--- src/rtl/ram_bist_march_if.sv ---
// ram_bist_march_if
//   Master-side RAM port driven by the March C- BIST controller.
//   Parameters: WIDTH (data width), DEPTH (word count); AW is derived.
//   Signals:
//     mem_we    write enable          (master -> RAM)
//     mem_addr  word address, AW bits (master -> RAM)
//     mem_din   write data            (master -> RAM)
//     mem_dout  registered read data  (RAM -> master), valid the cycle after a read
interface ram_bist_march_if #(
    parameter int unsigned WIDTH = 32,
    parameter int unsigned DEPTH = 16384
);
    localparam int unsigned AW = $clog2(DEPTH);

    logic             mem_we;
    logic [AW-1:0]    mem_addr;
    logic [WIDTH-1:0] mem_din;
    logic [WIDTH-1:0] mem_dout;

    modport master (
        output mem_we,
        output mem_addr,
        output mem_din,
        input  mem_dout
    );

    modport slave (
        input  mem_we,
        input  mem_addr,
        input  mem_din,
        output mem_dout
    );
endinterface

--- src/rtl/ram_bist_march.sv ---
// ram_bist_march
//   March C- built-in self-test controller for the single-port LUT RAM.
//   Sequence: up(w0) up(r0,w1) up(r1,w0) down(r0,w1) down(r1,w0) up(r0),
//   followed by one DRAIN cycle for the last pipelined compare and one
//   FIN cycle that pulses done and publishes pass.
//   Ports:
//     clk, rst   clock; synchronous active-high reset
//     start      begin a run (sampled only while idle)
//     busy       high while the RAM port is owned by the sequence
//     done       one-cycle completion pulse
//     pass       result of the last run, valid from done until next start
//     bus        ram_bist_march_if.master (mem_we/mem_addr/mem_din out, mem_dout in)
//   Optional diagnostics (macro RAM_BIST_DIAG_EN):
//     fail_addr, fail_exp, fail_got, fail_elem  first mismatch captured
//     fail_cnt                                  saturating mismatch count
module ram_bist_march #(
    parameter int unsigned WIDTH = 32,
    parameter int unsigned DEPTH = 16384
) (
    input  logic clk,
    input  logic rst,
    input  logic start,
    output logic busy,
    output logic done,
    output logic pass,
    ram_bist_march_if.master bus
`ifdef RAM_BIST_DIAG_EN
    ,
    output logic [$clog2(DEPTH)-1:0] fail_addr,
    output logic [WIDTH-1:0]         fail_exp,
    output logic [WIDTH-1:0]         fail_got,
    output logic [2:0]               fail_elem,
    output logic [15:0]              fail_cnt
`endif
);
    localparam int unsigned AW = $clog2(DEPTH);
    localparam logic [AW-1:0] LAST = AW'(DEPTH - 1);

    typedef enum logic [3:0] {
        IDLE,
        M0_W,
        M1_R,
        M1_W,
        M2_R,
        M2_W,
        M3_R,
        M3_W,
        M4_R,
        M4_W,
        M5_R,
        DRAIN,
        FIN
    } state_t;

    state_t           state_q, state_n;
    logic [AW-1:0]    addr_q, addr_n;
    logic             err_q;
    logic             rd_pend_q;

    logic             we_q, we_n;
    logic [AW-1:0]    maddr_q, maddr_n;
    logic [WIDTH-1:0] din_q, din_n;
    logic             busy_n, done_n;
    logic             rd_n;

    logic             chk;
    logic [WIDTH-1:0] exp_v;
    logic [2:0]       elem;
    logic             mis;
    logic             accept;

    assign accept = (state_q == IDLE) && start;

    assign bus.mem_we   = we_q;
    assign bus.mem_addr = maddr_q;
    assign bus.mem_din  = din_q;

    // Next state and address counter; the port outputs for the coming cycle
    // are decoded from the next state so that every output is a flop.
    always_comb begin
        state_n = state_q;
        addr_n  = addr_q;
        case (state_q)
            IDLE: begin
                if (start) begin
                    state_n = M0_W;
                    addr_n  = '0;
                end
            end
            M0_W: begin
                if (addr_q == LAST) begin
                    state_n = M1_R;
                    addr_n  = '0;
                end else begin
                    addr_n = addr_q + 1'b1;
                end
            end
            M1_R: state_n = M1_W;
            M1_W: begin
                if (addr_q == LAST) begin
                    state_n = M2_R;
                    addr_n  = '0;
                end else begin
                    state_n = M1_R;
                    addr_n  = addr_q + 1'b1;
                end
            end
            M2_R: state_n = M2_W;
            M2_W: begin
                if (addr_q == LAST) begin
                    state_n = M3_R;
                    addr_n  = LAST;
                end else begin
                    state_n = M2_R;
                    addr_n  = addr_q + 1'b1;
                end
            end
            M3_R: state_n = M3_W;
            M3_W: begin
                if (addr_q == '0) begin
                    state_n = M4_R;
                    addr_n  = LAST;
                end else begin
                    state_n = M3_R;
                    addr_n  = addr_q - 1'b1;
                end
            end
            M4_R: state_n = M4_W;
            M4_W: begin
                if (addr_q == '0) begin
                    state_n = M5_R;
                    addr_n  = '0;
                end else begin
                    state_n = M4_R;
                    addr_n  = addr_q - 1'b1;
                end
            end
            M5_R: begin
                if (addr_q == LAST) begin
                    state_n = DRAIN;
                    addr_n  = '0;
                end else begin
                    addr_n = addr_q + 1'b1;
                end
            end
            DRAIN:   state_n = FIN;
            FIN:     state_n = IDLE;
            default: state_n = IDLE;
        endcase

        we_n = 1'b0;
        rd_n = 1'b0;
        case (state_n)
            M0_W, M1_W, M2_W, M3_W, M4_W: we_n = 1'b1;
            M1_R, M2_R, M3_R, M4_R, M5_R: rd_n = 1'b1;
            default: ;
        endcase
        din_n   = (state_n == M1_W || state_n == M3_W) ? '1 : '0;
        maddr_n = (we_n || rd_n) ? addr_n : '0;
        busy_n  = !(state_n == IDLE || state_n == FIN);
        done_n  = (state_n == FIN);
    end

    // Compare point: in a read/write pair the RAM holds the Mx_R data through
    // the Mx_W cycle; M5 reads are compared one cycle later via rd_pend_q.
    always_comb begin
        chk   = 1'b0;
        exp_v = '0;
        elem  = 3'd0;
        case (state_q)
            M1_W: begin chk = 1'b1; exp_v = '0; elem = 3'd1; end
            M2_W: begin chk = 1'b1; exp_v = '1; elem = 3'd2; end
            M3_W: begin chk = 1'b1; exp_v = '0; elem = 3'd3; end
            M4_W: begin chk = 1'b1; exp_v = '1; elem = 3'd4; end
            default: begin chk = rd_pend_q; exp_v = '0; elem = 3'd5; end
        endcase
        mis = chk && (bus.mem_dout != exp_v);
    end

    always_ff @(posedge clk) begin
        if (rst) begin
            state_q   <= IDLE;
            addr_q    <= '0;
            err_q     <= 1'b0;
            rd_pend_q <= 1'b0;
            we_q      <= 1'b0;
            maddr_q   <= '0;
            din_q     <= '0;
            busy      <= 1'b0;
            done      <= 1'b0;
            pass      <= 1'b0;
        end else begin
            state_q   <= state_n;
            addr_q    <= addr_n;
            rd_pend_q <= (state_q == M5_R);
            we_q      <= we_n;
            maddr_q   <= maddr_n;
            din_q     <= din_n;
            busy      <= busy_n;
            done      <= done_n;
            if (accept) begin
                err_q <= 1'b0;
                pass  <= 1'b0;
            end else begin
                if (mis) err_q <= 1'b1;
                // The final compare lands in DRAIN, so fold it in here.
                if (state_q == DRAIN) pass <= ~(err_q | mis);
            end
        end
    end

`ifdef RAM_BIST_DIAG_EN
    logic [AW-1:0] pend_addr_q;
    logic [AW-1:0] cmp_addr;

    assign cmp_addr = (elem == 3'd5) ? pend_addr_q : addr_q;

    always_ff @(posedge clk) begin
        if (rst) begin
            pend_addr_q <= '0;
            fail_addr   <= '0;
            fail_exp    <= '0;
            fail_got    <= '0;
            fail_elem   <= '0;
            fail_cnt    <= '0;
        end else begin
            pend_addr_q <= addr_q;
            if (accept) begin
                fail_addr <= '0;
                fail_exp  <= '0;
                fail_got  <= '0;
                fail_elem <= '0;
                fail_cnt  <= '0;
            end else if (mis) begin
                if (!err_q) begin
                    fail_addr <= cmp_addr;
                    fail_exp  <= exp_v;
                    fail_got  <= bus.mem_dout;
                    fail_elem <= elem;
                end
                if (fail_cnt != 16'hFFFF) fail_cnt <= fail_cnt + 16'd1;
            end
        end
    end
`endif
endmodule
--- src/flat_wrapper.sv ---
// flat-port wrapper written by rule: the top's interface ports become plain ports
module ram_bist_march_flat 
#(
    parameter int unsigned WIDTH = 32,
    parameter int unsigned DEPTH = 16384
)
  (clk, rst, start, busy, done, pass, bus_mem_we, bus_mem_addr, bus_mem_din, bus_mem_dout);
  ram_bist_march_if #(.WIDTH(WIDTH), .DEPTH(DEPTH)) bus_i ();
  input  logic clk;
  input  logic rst;
  input  logic start;
  output logic busy;
  output logic done;
  output logic pass;
  output wire logic [$bits(bus_i.mem_we)-1:0] bus_mem_we;
  output wire logic [$bits(bus_i.mem_addr)-1:0] bus_mem_addr;
  output wire logic [$bits(bus_i.mem_din)-1:0] bus_mem_din;
  input wire logic [$bits(bus_i.mem_dout)-1:0] bus_mem_dout;
  assign bus_mem_we = bus_i.mem_we;
  assign bus_mem_addr = bus_i.mem_addr;
  assign bus_mem_din = bus_i.mem_din;
  assign bus_i.mem_dout = bus_mem_dout;
  ram_bist_march #(.WIDTH(WIDTH), .DEPTH(DEPTH)) u_core (.clk(clk), .rst(rst), .start(start), .busy(busy), .done(done), .pass(pass), .bus(bus_i));
endmodule
--- config.mk ---
export PLATFORM = sky130hd
export DESIGN_NAME = ram_bist_march_flat
export DESIGN_NICKNAME = d
export VERILOG_FILES = /design/src/rtl/ram_bist_march_if.sv /design/src/rtl/ram_bist_march.sv /design/src/flat_wrapper.sv
export SDC_FILE = /design/constraint.sdc
export NUM_CORES = 1
export LEC_CHECK = 0
export ABC_AREA = 0
export ABC_CLOCK_PERIOD_IN_PS = 7100
export CAP_MARGIN = 25
export CORE_ASPECT_RATIO = 0.7
export CORE_UTILIZATION = 51
export CTS_BUF_LIST = sky130_fd_sc_hd__clkbuf_4
export CTS_CLUSTER_DIAMETER = 80
export DETAILED_ROUTE_END_ITERATION = 10
export PLACE_DENSITY = 0.88
export SLEW_MARGIN = 20
export SYNTH_ARGS = -nofsm -noshare
export SYNTH_HDL_FRONTEND = slang
export SYNTH_SLANG_ARGS = --single-unit
--- constraint.sdc ---
create_clock -name clk -period 7.1 [get_ports clk]
set_input_delay 1.42 -clock clk [delete_from_list [all_inputs] [get_ports clk]]
set_output_delay 1.42 -clock clk [all_outputs]
set_load 0.05 [all_outputs]
==> out/metrics.csv <==
stage;metric;value;unit
run_status;status;completed;
placed_design;Post-DP HPWL;4740;um
timing;Slew Viols, Final;0;
worst_setup_path;Critical Path Source Type;flop;
worst_setup_path;critical path arrival;2220;ps
placed_design;dpl cell area;0.00312;sq mm
cells_and_area;multi-input logic area;0.00138;sq mm
cts;clk buf depth;2;
cts;Worst-Skew Late Latency;350;ps
synth;register bit count reported by yosys;39;
cts;number of gates resized after cts;0;
route;DRT Pass-1 Iters;8;
synth;Yosys cell types;59;
timing;Setup WS post-layout;3460;ps
power_and_ir_drop;Leak Pwr;1.15;nW
worst_setup_path;worst r2r src;u_core.addr_q[0]$_SDFF_PP0_;
worst_setup_path;crit path buf inv count;1;
grt;Total GRT Usage;25.4;%
route;Iter 0 DRT Violations;341;
worst_setup_path;reg-to-reg endpoint;u_core.addr_q[4]$_SDFF_PP0_;
route;Wirelength per Cell;14.6;um
worst_setup_path;worst reg-to-reg setup slack;3820;ps
grt;largest net degree at the start of global routing;33;
worst_setup_path;WP data required;5680;ps
placed_design;dpl cells;431;
route;Routed Antenna Nets;0;
worst_hold_path;Hold EP;u_core.err_q$_SDFFE_PP0P_;
grt;global route overflow;0;
synth;FFs w/ async S/R, synth;0;%
placed_design;Post-Place Setup Slack;3440;ps
floorplanning;starting density of the core;55.6;%
timing;Worst Clk Skew;6.91;ps
route;via count;2617;
worst_setup_path;delay of the slowest critical-path stage;960;ps
synth;EDFF count, synth;0;
synth;cell taking the most area after synthesis;dfxtp_1;
synth;synth warn;0;
route;Via density;5.96;
synth;Top FF cell, synth;dfxtp_1;
synth;register area share after synthesis;31.0;%
worst_hold_path;worst hold path class;flop to flop;
cells_and_area;FILL cells;377;
timing;crit share post-route;51.2;%
worst_hold_path;Hold Path Cell Cnt;2;
cts;# clock sinks;39;
worst_setup_path;Worst path top cell family by delay;buffers and inverters;
timing;total negative slack;0;ps
floorplanning;core area;0.00453;sq mm
cells_and_area;final instance area;0.00318;sq mm
cells_and_area;most common cell after layout, fill and taps aside;clkdlybuf4s50_1;
cts;H-Tree Depth;2;
timing;headroom to the max-slew limit;31.1;%
cells_and_area;nets@finish;409;
synth;post-synth top area share;31.0;%
cells_and_area;Finished Layout Cells;439;
placed_design;Port Buf Inserts;84;
cells_and_area;layout cells sized above 1;4.83;%
worst_setup_path;worst-path cell chain;clkdlybuf4s50_1;
floorplanning;Die Y;60.8;um
worst_hold_path;Min-Delay Startpoint;u_core.err_q$_SDFFE_PP0P_;
grt;initial antenna violation count;0;
worst_setup_path;critical path endpoint category;output pin;
synth;Cells after Synth;332;
timing;crit path time final;3640;ps
floorplanning;IO Pins;85;
cts;TritonCTS buffer count;5;
synth;ranking of synthesized cells by area;dfxtp_1, buf_4, nor2_1, nand4_1, nor4_1;
timing;final hold viol count;0;
timing;Worst Tran Pin Value;1030;ps
power_and_ir_drop;Design Power;409;uW
power_and_ir_drop;Pwr Density;129;mW/mm^2
worst_setup_path;Max stage delay cell, worst path;clkdlybuf4s50_1;
timing;FMAX;0.275;GHz
synth;synthesized area;0.00252;sq mm
cells_and_area;FF+latch area;781;sq um
cts;hold buffers post-CTS;0;
worst_setup_path;Crit Path Class;flop to output pin;
timing;Final Setup Violations;0;
cts;Post-CTS Setup Inserts;0;
worst_setup_path;Crit Path Max Fanout;32;
cts;root buf cell;clkbuf_4;
route;drt drc;0;
cts;CTS tree;yes;
floorplanning;die footprint;0.00523;sq mm
cells_and_area;area grow syn2layout;26.2;%
synth;Net Count, Synth;369;
grt;first-pass GRT wire length;10400;um
cells_and_area;most frequent cells in the layout;clkdlybuf4s50_1, nor2_1, dfxtp_1;
worst_setup_path;reg2reg path depth;8;
cells_and_area;antenna cell count;0;
run;maxcap violations;0;
floorplanning;Chip Width;86.0;um
timing;RSZ-0062 raised after global routing;no;
power_and_ir_drop;Peak VDD IR;0.0000586;V
route;WL final;6400;um
placed_design;final RePlAce weighted congestion;0.865;
floorplanning;number of core rows;20;
synth;Mean Syn Cell Area;7.59;sq um
grt;vias in the first global route;2270;
cts;Clock transition at path regs;110;ps
registers in the layout, indices dropped and copies added, names as in the netlist:
name                 cells
u_core.busy              1
u_core.state_q           4
u_core.rd_pend_q         1
u_core.pass              1
u_core.addr_q           14
u_core.bus.mem_addr     14
u_core.err_q             1
u_core.done              1
u_core.bus.mem_din       1
u_core.bus.mem_we        1
layout make-up:
class	instances	share of cell area, %
clock buffer	7	1.65
clock inverter	1	0.157
inverter	8	0.945
multi-input combinational	233	43.4
sequential	39	24.6
tap	66	2.60
timing repair buffer	85	26.7
logic make-up after synthesis:
family,after synthesis,synth area share (%)
buffers and inverters,60,14.3
adder cells (fa/ha/maj),2,0.993
AND/OR/NAND/NOR,152,31.3
AO/OA/AOI/OAI,72,19.8
XOR/XNOR,3,1.04
flip-flops,39,31.0
multiplexers,4,1.59
Yosys cell counts, types with 2 or more instances:
cell	count
a211oi_1	4
a21oi_1	12
a22oi_1	4
a31oi_1	5
and3_1	6
buf_2	2
buf_4	31
buf_6	2
clkbuf_1	17
dfxtp_1	39
ha_1	2
inv_1	7
mux2i_1	4
nand2_1	21
nand2b_1	4
nand3_1	9
nand4_1	14
nor2_1	43
nor2b_1	11
nor3_1	11
nor4_1	14
o211ai_1	5
o21a_1	2
o21ai_0	7
o21ai_1	10
o221ai_1	3
o22ai_1	3
or2_2	2
or3_1	3
or4_1	5
xnor2_1	2
worst max-delay path by stage:
stage | from | endpoint | slack, ps | depth (start not counted)
detailed placement | start | u_core.addr_q[8]$_SDFF_PP0_ | 3440 | 9
global route | u_core.bus.mem_din[30]$_SDFF_PP0_ | bus_mem_din[1] | 3330 | 1
finish | u_core.bus.mem_din[30]$_SDFF_PP0_ | bus_mem_din[28] | 3460 | 1
CTS | u_core.bus.mem_din[30]$_SDFF_PP0_ | bus_mem_din[28] | 3450 | 1
global placement | start | u_core.addr_q[2]$_SDFF_PP0_ | 3180 | 7
floorplan | start | u_core.bus.mem_addr[11]$_SDFF_PP0_ | 4230 | 8
layer usage:
| metal | GRT usage (%) | up-vias | share of wire [%] |
|---|---|---|---|
| li1 | - | 1259 | - |
| met1 | 35.1 | 1183 | 44 |
| met2 | 40.5 | 162 | 44 |
| met3 | 6.67 | 13 | 11 |
| met4 | 5.24 | 0 | 0.73 |
| met5 | 0 | - | 0 |
report_power, final:
group | total, mW | internal, mW | switching [mW]
logic | 0.0690 | 0.0316 | 0.0374
registers | 0.224 | 0.221 | 0.00292
clock network | 0.116 | 0.0462 | 0.0699
stage by stage:
step / utilization [%] / hold slack [ps]
after floorplan: - / 441
after global placement: 68.7 / 460
after detailed placement: 68.9 / 468
after CTS: 70.2 / 493
after global routing: 70.2 / 539
final: 70.2 / 487
(Power assumes the default switching activity.)
